[config.mk]
export PLATFORM = sky130hd
export DESIGN_NAME = sdma_sport_rd_ctrl
export DESIGN_NICKNAME = d
export VERILOG_FILES = /design/src/rtl/sdma_sport_rd_ctrl_pkg.sv /design/src/rtl/sdma_sport_beat_calc.sv /design/src/rtl/sdma_sport_rd_ctrl.sv
export SDC_FILE = /design/constraint.sdc
export NUM_CORES = 1
export LEC_CHECK = 0
export BUFFER_PORTS_ARGS = -buffer_cell sky130_fd_sc_hd__buf_2
export CORE_UTILIZATION = 40
export DETAILED_ROUTE_END_ITERATION = 7
export PLACE_DENSITY = 0.69
export REMOVE_ABC_BUFFERS = 1
export SLEW_MARGIN = 20
export SYNTH_ARGS = -nofsm -noshare
export SYNTH_HDL_FRONTEND = slang
export SYNTH_SLANG_ARGS = --single-unit
[constraint.sdc]
create_clock -name i_clk -period 8.15 [get_ports i_clk]
set_clock_uncertainty 0.1 [all_clocks]
set_input_delay 1.2225 -clock i_clk [delete_from_list [all_inputs] [get_ports i_clk]]
set_output_delay 1.2225 -clock i_clk [all_outputs]
set_load 0.005 [all_outputs]
[src/rtl/sdma_sport_rd_ctrl_pkg.sv]
// Shared widths, source-port ids and FSM encoding for the SDMA source-port read sequencer.
package sdma_sport_rd_ctrl_pkg;

  localparam int unsigned SRCPORTID_W = 3;
  localparam int unsigned CACHE_DW    = 128;
  localparam int unsigned AHB_DW      = 32;
  localparam int unsigned CACHE_B     = CACHE_DW / 8;
  localparam int unsigned AHB_B       = AHB_DW / 8;
  localparam int unsigned STRB_W      = CACHE_B;
  localparam int unsigned OFF_W       = $clog2(CACHE_B);
  localparam int unsigned BEAT_W      = OFF_W + 1;

  localparam logic [SRCPORTID_W-1:0] SPORT_AHB = 3'b000;
  localparam logic [SRCPORTID_W-1:0] SPORT_DC1 = 3'b100;
  localparam logic [SRCPORTID_W-1:0] SPORT_DC2 = 3'b101;
  localparam logic [SRCPORTID_W-1:0] SPORT_WC1 = 3'b110;
  localparam logic [SRCPORTID_W-1:0] SPORT_WC2 = 3'b111;

  typedef enum logic [1:0] {
    ST_IDLE = 2'd0,
    ST_REQ  = 2'd1,
    ST_WAIT = 2'd2,
    ST_DONE = 2'd3
  } state_e;

  // Anything not a cache port falls back to AHB width, like the rdata mux default.
  function automatic logic is_cache_port(input logic [SRCPORTID_W-1:0] id);
    return id inside {SPORT_DC1, SPORT_DC2, SPORT_WC1, SPORT_WC2};
  endfunction

endpackage

[src/rtl/sdma_sport_beat_calc.sv]
// Per-beat geometry: beat offset, byte count and expected byte mask for the current address.
module sdma_sport_beat_calc
  import sdma_sport_rd_ctrl_pkg::*;
#(
  parameter int unsigned LEN_W = 16
) (
  input  logic [SRCPORTID_W-1:0] id,
  input  logic [OFF_W-1:0]       addr_lo,
  input  logic [LEN_W-1:0]       rem,
  output logic [OFF_W-1:0]       off,
  output logic [BEAT_W-1:0]      n,
  output logic [STRB_W-1:0]      mask
);

  logic [BEAT_W-1:0] bsize;
  logic [BEAT_W-1:0] room;

  always_comb begin
    bsize = is_cache_port(id) ? BEAT_W'(CACHE_B) : BEAT_W'(AHB_B);
    off   = addr_lo & OFF_W'(bsize - BEAT_W'(1));
    room  = bsize - BEAT_W'(off);
    n     = (rem < LEN_W'(room)) ? BEAT_W'(rem) : room;
    mask  = '0;
    for (int i = 0; i < STRB_W; i++) begin
      mask[i] = (BEAT_W'(i) >= BEAT_W'(off)) && (BEAT_W'(i) < BEAT_W'(off) + n);
    end
  end

endmodule

[src/rtl/sdma_sport_rd_ctrl.sv]
// Source-port read sequencer: one beat outstanding, single-entry output buffer.
// Optional response watchdog enabled by defining SDMA_SPORT_TMO_EN.
module sdma_sport_rd_ctrl
  import sdma_sport_rd_ctrl_pkg::*;
#(
  parameter int unsigned ADDR_W  = 32,
  parameter int unsigned LEN_W   = 16,
  parameter int unsigned TMO_CYC = 255
) (
  input  logic                   i_clk,
  input  logic                   i_rst,
  input  logic                   i_inst_vld,
  output logic                   o_inst_rdy,
  input  logic [SRCPORTID_W-1:0] i_inst_srcportid,
  input  logic [ADDR_W-1:0]      i_inst_saddr,
  input  logic [LEN_W-1:0]       i_inst_len,
  output logic [SRCPORTID_W-1:0] o_inst_srcportid,
  output logic                   o_sport_rreq,
  output logic [ADDR_W-1:0]      o_sport_raddr,
  input  logic                   i_sport_rgnt,
  input  logic [CACHE_DW-1:0]    i_sport_rdata,
  input  logic [STRB_W-1:0]      i_sport_rvld,
  output logic [CACHE_DW-1:0]    o_rd_data,
  output logic [STRB_W-1:0]      o_rd_strb,
  output logic                   o_rd_vld,
  input  logic                   i_rd_rdy,
  output logic                   o_rd_last,
  output logic                   o_done,
  output logic                   o_err
);

  state_e            state;
  logic [ADDR_W-1:0] addr_q;
  logic [LEN_W-1:0]  rem_q;
  logic [OFF_W-1:0]  off;
  logic [BEAT_W-1:0] n;
  logic [STRB_W-1:0] mask;
  logic              last_beat;

  sdma_sport_beat_calc #(.LEN_W(LEN_W)) u_beat_calc (
    .id      (o_inst_srcportid),
    .addr_lo (addr_q[OFF_W-1:0]),
    .rem     (rem_q),
    .off     (off),
    .n       (n),
    .mask    (mask)
  );

  assign last_beat = (rem_q == LEN_W'(n));

`ifdef SDMA_SPORT_TMO_EN
  localparam int unsigned CNT_W = (TMO_CYC > 1) ? $clog2(TMO_CYC) : 1;
  logic [CNT_W-1:0] tmo_cnt;
`else
  logic unused_tmo;
  assign unused_tmo = ^32'(TMO_CYC);
`endif

  always_ff @(posedge i_clk or posedge i_rst) begin
    if (i_rst) begin
      state            <= ST_IDLE;
      addr_q           <= '0;
      rem_q            <= '0;
      o_inst_rdy       <= 1'b0;
      o_inst_srcportid <= SPORT_AHB;
      o_sport_rreq     <= 1'b0;
      o_sport_raddr    <= '0;
      o_rd_data        <= '0;
      o_rd_strb        <= '0;
      o_rd_vld         <= 1'b0;
      o_rd_last        <= 1'b0;
      o_done           <= 1'b0;
      o_err            <= 1'b0;
`ifdef SDMA_SPORT_TMO_EN
      tmo_cnt          <= '0;
`endif
    end else begin
      o_done     <= 1'b0;
      o_err      <= 1'b0;
      o_inst_rdy <= 1'b0;
      if (o_rd_vld && i_rd_rdy) o_rd_vld <= 1'b0;

      case (state)
        ST_IDLE: begin
          o_inst_rdy <= 1'b1;
          if (i_inst_vld && o_inst_rdy) begin
            o_inst_rdy       <= 1'b0;
            o_inst_srcportid <= i_inst_srcportid;
            addr_q           <= i_inst_saddr;
            rem_q            <= i_inst_len;
            if (i_inst_len == '0) begin
              o_done <= 1'b1;
              o_err  <= 1'b1;
            end else begin
              state <= ST_REQ;
            end
          end
        end

        // Request only once the buffer is (or is becoming) free, so a beat never overwrites one.
        ST_REQ: begin
          if (o_sport_rreq && i_sport_rgnt) begin
            o_sport_rreq <= 1'b0;
            state        <= ST_WAIT;
`ifdef SDMA_SPORT_TMO_EN
            tmo_cnt      <= '0;
`endif
          end else begin
            o_sport_rreq  <= !o_rd_vld || i_rd_rdy;
            o_sport_raddr <= addr_q - ADDR_W'(off);
          end
        end

        ST_WAIT: begin
          if (|i_sport_rvld) begin
            o_rd_data <= i_sport_rdata;
            o_rd_strb <= i_sport_rvld & mask;
            o_rd_last <= last_beat;
            o_rd_vld  <= 1'b1;
            addr_q    <= addr_q + ADDR_W'(n);
            rem_q     <= rem_q - LEN_W'(n);
            state     <= last_beat ? ST_DONE : ST_REQ;
          end
`ifdef SDMA_SPORT_TMO_EN
          else if (tmo_cnt == CNT_W'(TMO_CYC - 1)) begin
            o_done   <= 1'b1;
            o_err    <= 1'b1;
            o_rd_vld <= 1'b0;
            state    <= ST_IDLE;
          end else begin
            tmo_cnt <= tmo_cnt + CNT_W'(1);
          end
`endif
        end

        ST_DONE: begin
          if (o_rd_vld && i_rd_rdy) begin
            o_done <= 1'b1;
            state  <= ST_IDLE;
          end
        end

        default: state <= ST_IDLE;
      endcase
    end
  end

endmodule
* After elaboration in Yosys (flattened, before gate mapping)
Cells that the tools add are included.
** Cells by class
- Add/subtract/negate cells :: 6
- Mux-type cells :: 26
- Order comparisons :: 32
- Equal/unequal tests :: 13
- Reductions and logical operators :: 30
- Bitwise gates (word level) :: 3
** Operators by type and width (number)
- 2-to-1 mux 32 bit :: 2
- one-hot mux 32 bit (2 select lines) :: 1
- < comparator 4 x 5 -> 1 bit, first input constant :: 8
- adder 32 x 5 -> 32 bit :: 1
- 2-to-1 mux 16 bit :: 2
- one-hot mux 16 bit (2 select lines) :: 1
- subtractor 32 x 4 -> 32 bit :: 1
- greater-or-equal comparator 4 bit, first input constant :: 7
- < comparator 3 x 5 -> 1 bit, first input constant :: 4
- logical AND 1 bit :: 18
- bitwise AND 16 bit :: 1
- == test 16 x 5 -> 1 bit :: 1
- greater-or-equal comparator 3 x 4 -> 1 bit, first input constant :: 4
- zero test 16 bit :: 1
- < comparator 16 x 5 -> 1 bit :: 1
- OR reduction 16 bit :: 1
- subtractor 16 x 5 -> 16 bit :: 1
- == test 3 bit, second input constant :: 4
- 2-to-1 mux 2 bit :: 6
- < comparator 1 x 5 -> 1 bit, first input constant :: 2
- < comparator 2 x 5 -> 1 bit, first input constant :: 2
- 2-to-1 mux 1 bit :: 10
- 2-to-1 mux 5 bit :: 2
- != test 2 bit, second input constant :: 5
- 19 further kinds :: 24
** Word-level totals
- Bits of input ports :: 200
- Logic and storage cells :: 123
- Register bits :: 235

* Logic depth before layout (Yosys ltp)
- Depth in word-level cells :: 12
- Gate-level depth with buffers :: 19

* Hierarchy
Synthesis repeated with hierarchy kept, for this count alone.
** Unflattened totals
- Cells, all modules :: 1389
- Area total of the unflattened synthesis :: 11803.8 sq um
** By module, submodules not included
- sdma_sport_rd_ctrl :: cells each 1288, area each 11090.6 sq um, times used 1
- sdma_sport_beat_calc :: cells each 101, area each 713.2 sq um, times used 1

* Worst setup path before layout
Ideal clock, no wire load.
- Kind :: flip-flop to flip-flop
- Start point :: register addr_q[1]
- End point :: register addr_q[28]
- Stages on the path, launching flop included :: 18
- Library setup time :: 0.067 ns
- Arrival :: 4.057 ns
- Path buffers :: 1
- Path slack :: 3.926 ns
- Cells stage by stage :: dfrtp_1 inv_1 ha_1 and3b_1 inv_1 ha_1 nand2b_1 o31ai_4 mux2i_4 buf_4 inv_1 ha_1 o21ai_0 o21bai_1 nand2_1 or4_1 a21oi_1 a221o_1
** Between the ends
- Longest elaborated chain between the ends :: 7
** Ends and longest elaborated chain
- start: declaration :: RTL line sdma_sport_rd_ctrl.sv:33 : logic [ADDR_W-1:0] addr_q;
- start signal: assignment :: RTL line sdma_sport_rd_ctrl.sv:89 : addr_q <= i_inst_saddr;
- start signal: assignment :: RTL line sdma_sport_rd_ctrl.sv:120 : addr_q <= addr_q + ADDR_W'(n);
- bitwise AND 4 bit :: RTL line sdma_sport_beat_calc.sv:20 : off = addr_lo & OFF_W'(bsize - BEAT_W'(1));
- subtractor 5 x 4 -> 5 bit :: RTL line sdma_sport_beat_calc.sv:21 : room = bsize - BEAT_W'(off);
- < comparator 16 x 5 -> 1 bit :: RTL line sdma_sport_beat_calc.sv:22 : n = (rem < LEN_W'(room)) ? BEAT_W'(rem) : room;
- 2-to-1 mux 5 bit :: RTL line sdma_sport_beat_calc.sv:22
- adder 32 x 5 -> 32 bit (*) :: RTL line sdma_sport_rd_ctrl.sv:120
- 2-to-1 mux 32 bit (*) :: RTL line sdma_sport_rd_ctrl.sv:115 : if (|i_sport_rvld) begin
- one-hot mux 32 bit (2 select lines) (*) :: RTL line sdma_sport_rd_ctrl.sv:83 : case (state)
Every way passes the cells marked *; elsewhere a longest branch is shown, timed or not. The select of a mux whose other input is x is not followed.
A chain may end at the register's enable or synchronous reset.

* Worst setup path in the final report
Same ends and word-level chain as after synthesis.

==> impl_metrics.tcl <==
set metrics [dict create \
    status "completed" \
    crit_fanout 18 \
    antenna_found_initial 3 \
    dp_hpwl_microns 24200 \
    synth_adder_area_share_pct 2.96 \
    rows 60 \
    period_share_pct 63.0 \
    grt_max_degree 137 \
    start_util_pct 41.0 \
    vias 10184 \
    clock_sinks 233 \
    r2r_end "addr_q[28]" \
    ctsHoldBuffers 0 \
    drc 0 \
    place.gp.congestion 0.874 \
    yosysTopAreaCell "dfrtp_1" \
    ir_worst_vdd_v 0.000206 \
    grt_overflow 0 \
    min_path_cells 2 \
    stdcell_area_sq_mm 0.0142 \
    cap_violations 0 \
    cp.arrival_ns 5.49 \
    hp-class "reg -> reg" \
    r2r_slack_ns 3.02 \
    io_buffer_count 382 \
    hold_viol 0 \
    p_leak_nw 7.34 \
    synth-edff-count 0 \
    ioPinCount 385 \
    synthMuxAreaShare_pct 4.09 \
    nFillCells 2524 \
    fp.dieArea_sq_mm 0.0284 \
    grt_pass1_vias 9553 \
    avgSynthCellArea_sq_um 9.04 \
    worstSetupPathType "reg -> reg" \
    startpoint_type "flop" \
    core_area_sq_mm 0.0270 \
    maxSlewHeadroom_pct 29.1 \
    power_w 0.00631 \
    worstPathRequired_ns 8.51 \
    synth_ff_type "dfrtp_1" \
    cts_buffers 26 \
    seq_area_frac_synth_pct 52.6 \
    synth.area.top_cells "dfrtp_1 (53%), nand2_1 (15%), mux2_2 (3.3%)" \
    yosys.area_share.simple_pct 23.8 \
    critPathCaptureType "flop" \
    worstMarginPinSlew_ns 1.06 \
    synth_top_area_share_pct 52.6 \
    grt.total_usage_pct 23.0 \
    slew_viol_final 0 \
    r2r_cells 16 \
    die_w_microns 168 \
    min-delay-start "o_rd_data[50]" \
    syn_to_final_growth_pct 28.1 \
    post_cts_resized 0 \
    cts_tree "yes" \
    power_density_mw_per_mm2 445 \
    post_cts_buffers 0 \
    async_reset_ff_share_pct 100 \
    wl_per_cell_microns 17.5 \
    drive_gt1_share_pct 31.0 \
    synthesis.area_sq_mm 0.0111 \
    tns_ns 0 \
    wirelength_microns 33900 \
    fmax_mhz 195 \
    ys_seq_elements 233 \
    die-height_microns 168 \
    nets 1804 \
    yosys.cell_types.count 66 \
    timing.rr.start "addr_q[1]" \
    ctsRootBufferMaster "clkbuf_16" \
    postSynthCellCount 1225 \
    synthXorXnorAreaFrac_pct 0.700 \
    placed_cell_area_sq_mm 0.0133 \
    path_clk_slew_ns 0.06 \
    min_period_ns 5.13 \
    dr.pass1.iters 5 \
    synth-compound-area-share_pct 12.3 \
    synth_top_family_by_area "simple AND/OR/NAND/NOR gates" \
    grt_pass1_wl_microns 52100 \
    setup_viol 0 \
    drtAntennaViolNets 0 \
    min_to "o_rd_data[50]" \
    synth_warnings 0 \
    clk_path_buf_depth 3 \
    htreeDepth 1 \
    grt_setup_unrepaired "false" \
    holdWs_ns 0.369 \
    drt_iter0_markers 764 \
    clk_latency_ns 0.53 \
    viasPerCell 5.24 \
]
[worst max-delay path, stage by stage, from the launching register on]
cell	delay, ns
dfrtp_1	0.50
inv_1	0.17
ha_1	0.33
and3b_1	0.28
inv_1	0.06
ha_1	0.27
nand2b_1	0.08
o31ai_4	0.45
mux2i_4	0.63
inv_1	0.11
ha_1	0.33
o21ai_0	0.11
o21bai_1	0.53
nand2_1	0.30
or4_1	0.53
a21oi_1	0.14
a221o_1	0.13
[cell families after synthesis]
| group | after synthesis |
|---|---|
| compound gates | 204 |
| xor+xnor | 8 |
| fa+ha+maj | 25 |
| buf+inv | 97 |
| flops | 233 |
| mux | 40 |
| other cells | 1 |
| simple gates | 617 |
[placed cells by master, fill, tap and decap left out, types with 10 or more instances in the layout]
master / count
clkbuf_16: 27
a22oi_1: 10
ha_1: 22
nor3_1: 13
nor2_1: 36
nand2_1: 453
nand3_1: 31
buf_2: 382
mux2_2: 32
o211ai_1: 11
o22ai_1: 10
o21ai_0: 53
a21oi_1: 54
inv_1: 30
nor4_1: 16
dfrtp_1: 233
[synth_stat cells, types with 7 or more instances]
cell      number
nor4_1        16
ha_1          23
nor2_1        37
buf_1          7
a22oi_1       10
mux2_2        32
nand2_1      453
dfrtp_1      233
and3_1         8
inv_1         31
clkbuf_1      52
o211ai_1      11
o22ai_1       10
nor3_1        13
or3_1          8
mux2i_1        7
or4_1          8
nand3_1       31
nand4_1        9
o21ai_0       54
a21oi_1       54
[state kept, by name, indices dropped and copies added (netlist names)]
signal            cells
o_sport_raddr        30
state                 2
o_inst_srcportid      3
o_rd_data           128
o_sport_rreq          1
o_rd_vld              1
o_inst_rdy            1
addr_q               32
o_done                1
rem_q                16
o_rd_last             1
o_rd_strb            16
o_err                 1
[routing by layer]
metal  GRT usage (%)  share of wire (%)
met5               0              0.038
met1            29.7                 41
met3            4.30                6.9
met4            7.43                3.2
met2            39.1                 49
[per-stage QoR]
| step | utilization (%) | setup slack [ns] | cells |
|---|---|---|---|
| 4_1_cts | 52.3 | 3.00 | 1939 |
| 2_1_floorplan | - | -2.22 | 1160 |
| 6_report | 52.5 | 3.02 | 1942 |
| 3_5_place_dp | 49.1 | 3.04 | 1891 |
| 3_3_place_gp | 49.0 | 3.25 | 1891 |
| 5_1_grt | 52.5 | 2.66 | 1941 |
[worst max path at each step]
stage          startpoint         end  cells after the start
5_1_grt         addr_q[1]  addr_q[28]                     16
3_5_place_dp    addr_q[1]  addr_q[28]                     16
4_1_cts         addr_q[1]  addr_q[28]                     17
2_1_floorplan    state[0]  addr_q[31]                      7
6_report        addr_q[1]  addr_q[28]                     16
3_3_place_gp    addr_q[1]  addr_q[28]                     16
[final cells by class]
type,instances,area [sq um],share of cell area [%]
clock inverter,13,130,0.917
sequential,233,5830,41.1
clock buffer,35,756,5.33
antenna,2,5.00,0.0353
tap,341,427,3.01
inverter,31,124,0.873
timing repair buffer,391,2000,14.1
multi-input combinational,896,4910,34.6
[power by group]
| group | leakage (nW) | switching, W | internal, W |
|---|---|---|---|
| Sequential | 2.88 | 0.000374 | 0.00171 |
| Combinational | 4.03 | 0.00184 | 0.00118 |
| Clock | 0.433 | 0.000485 | 0.000715 |
Note: power is estimated with default switching activity, not from simulation.
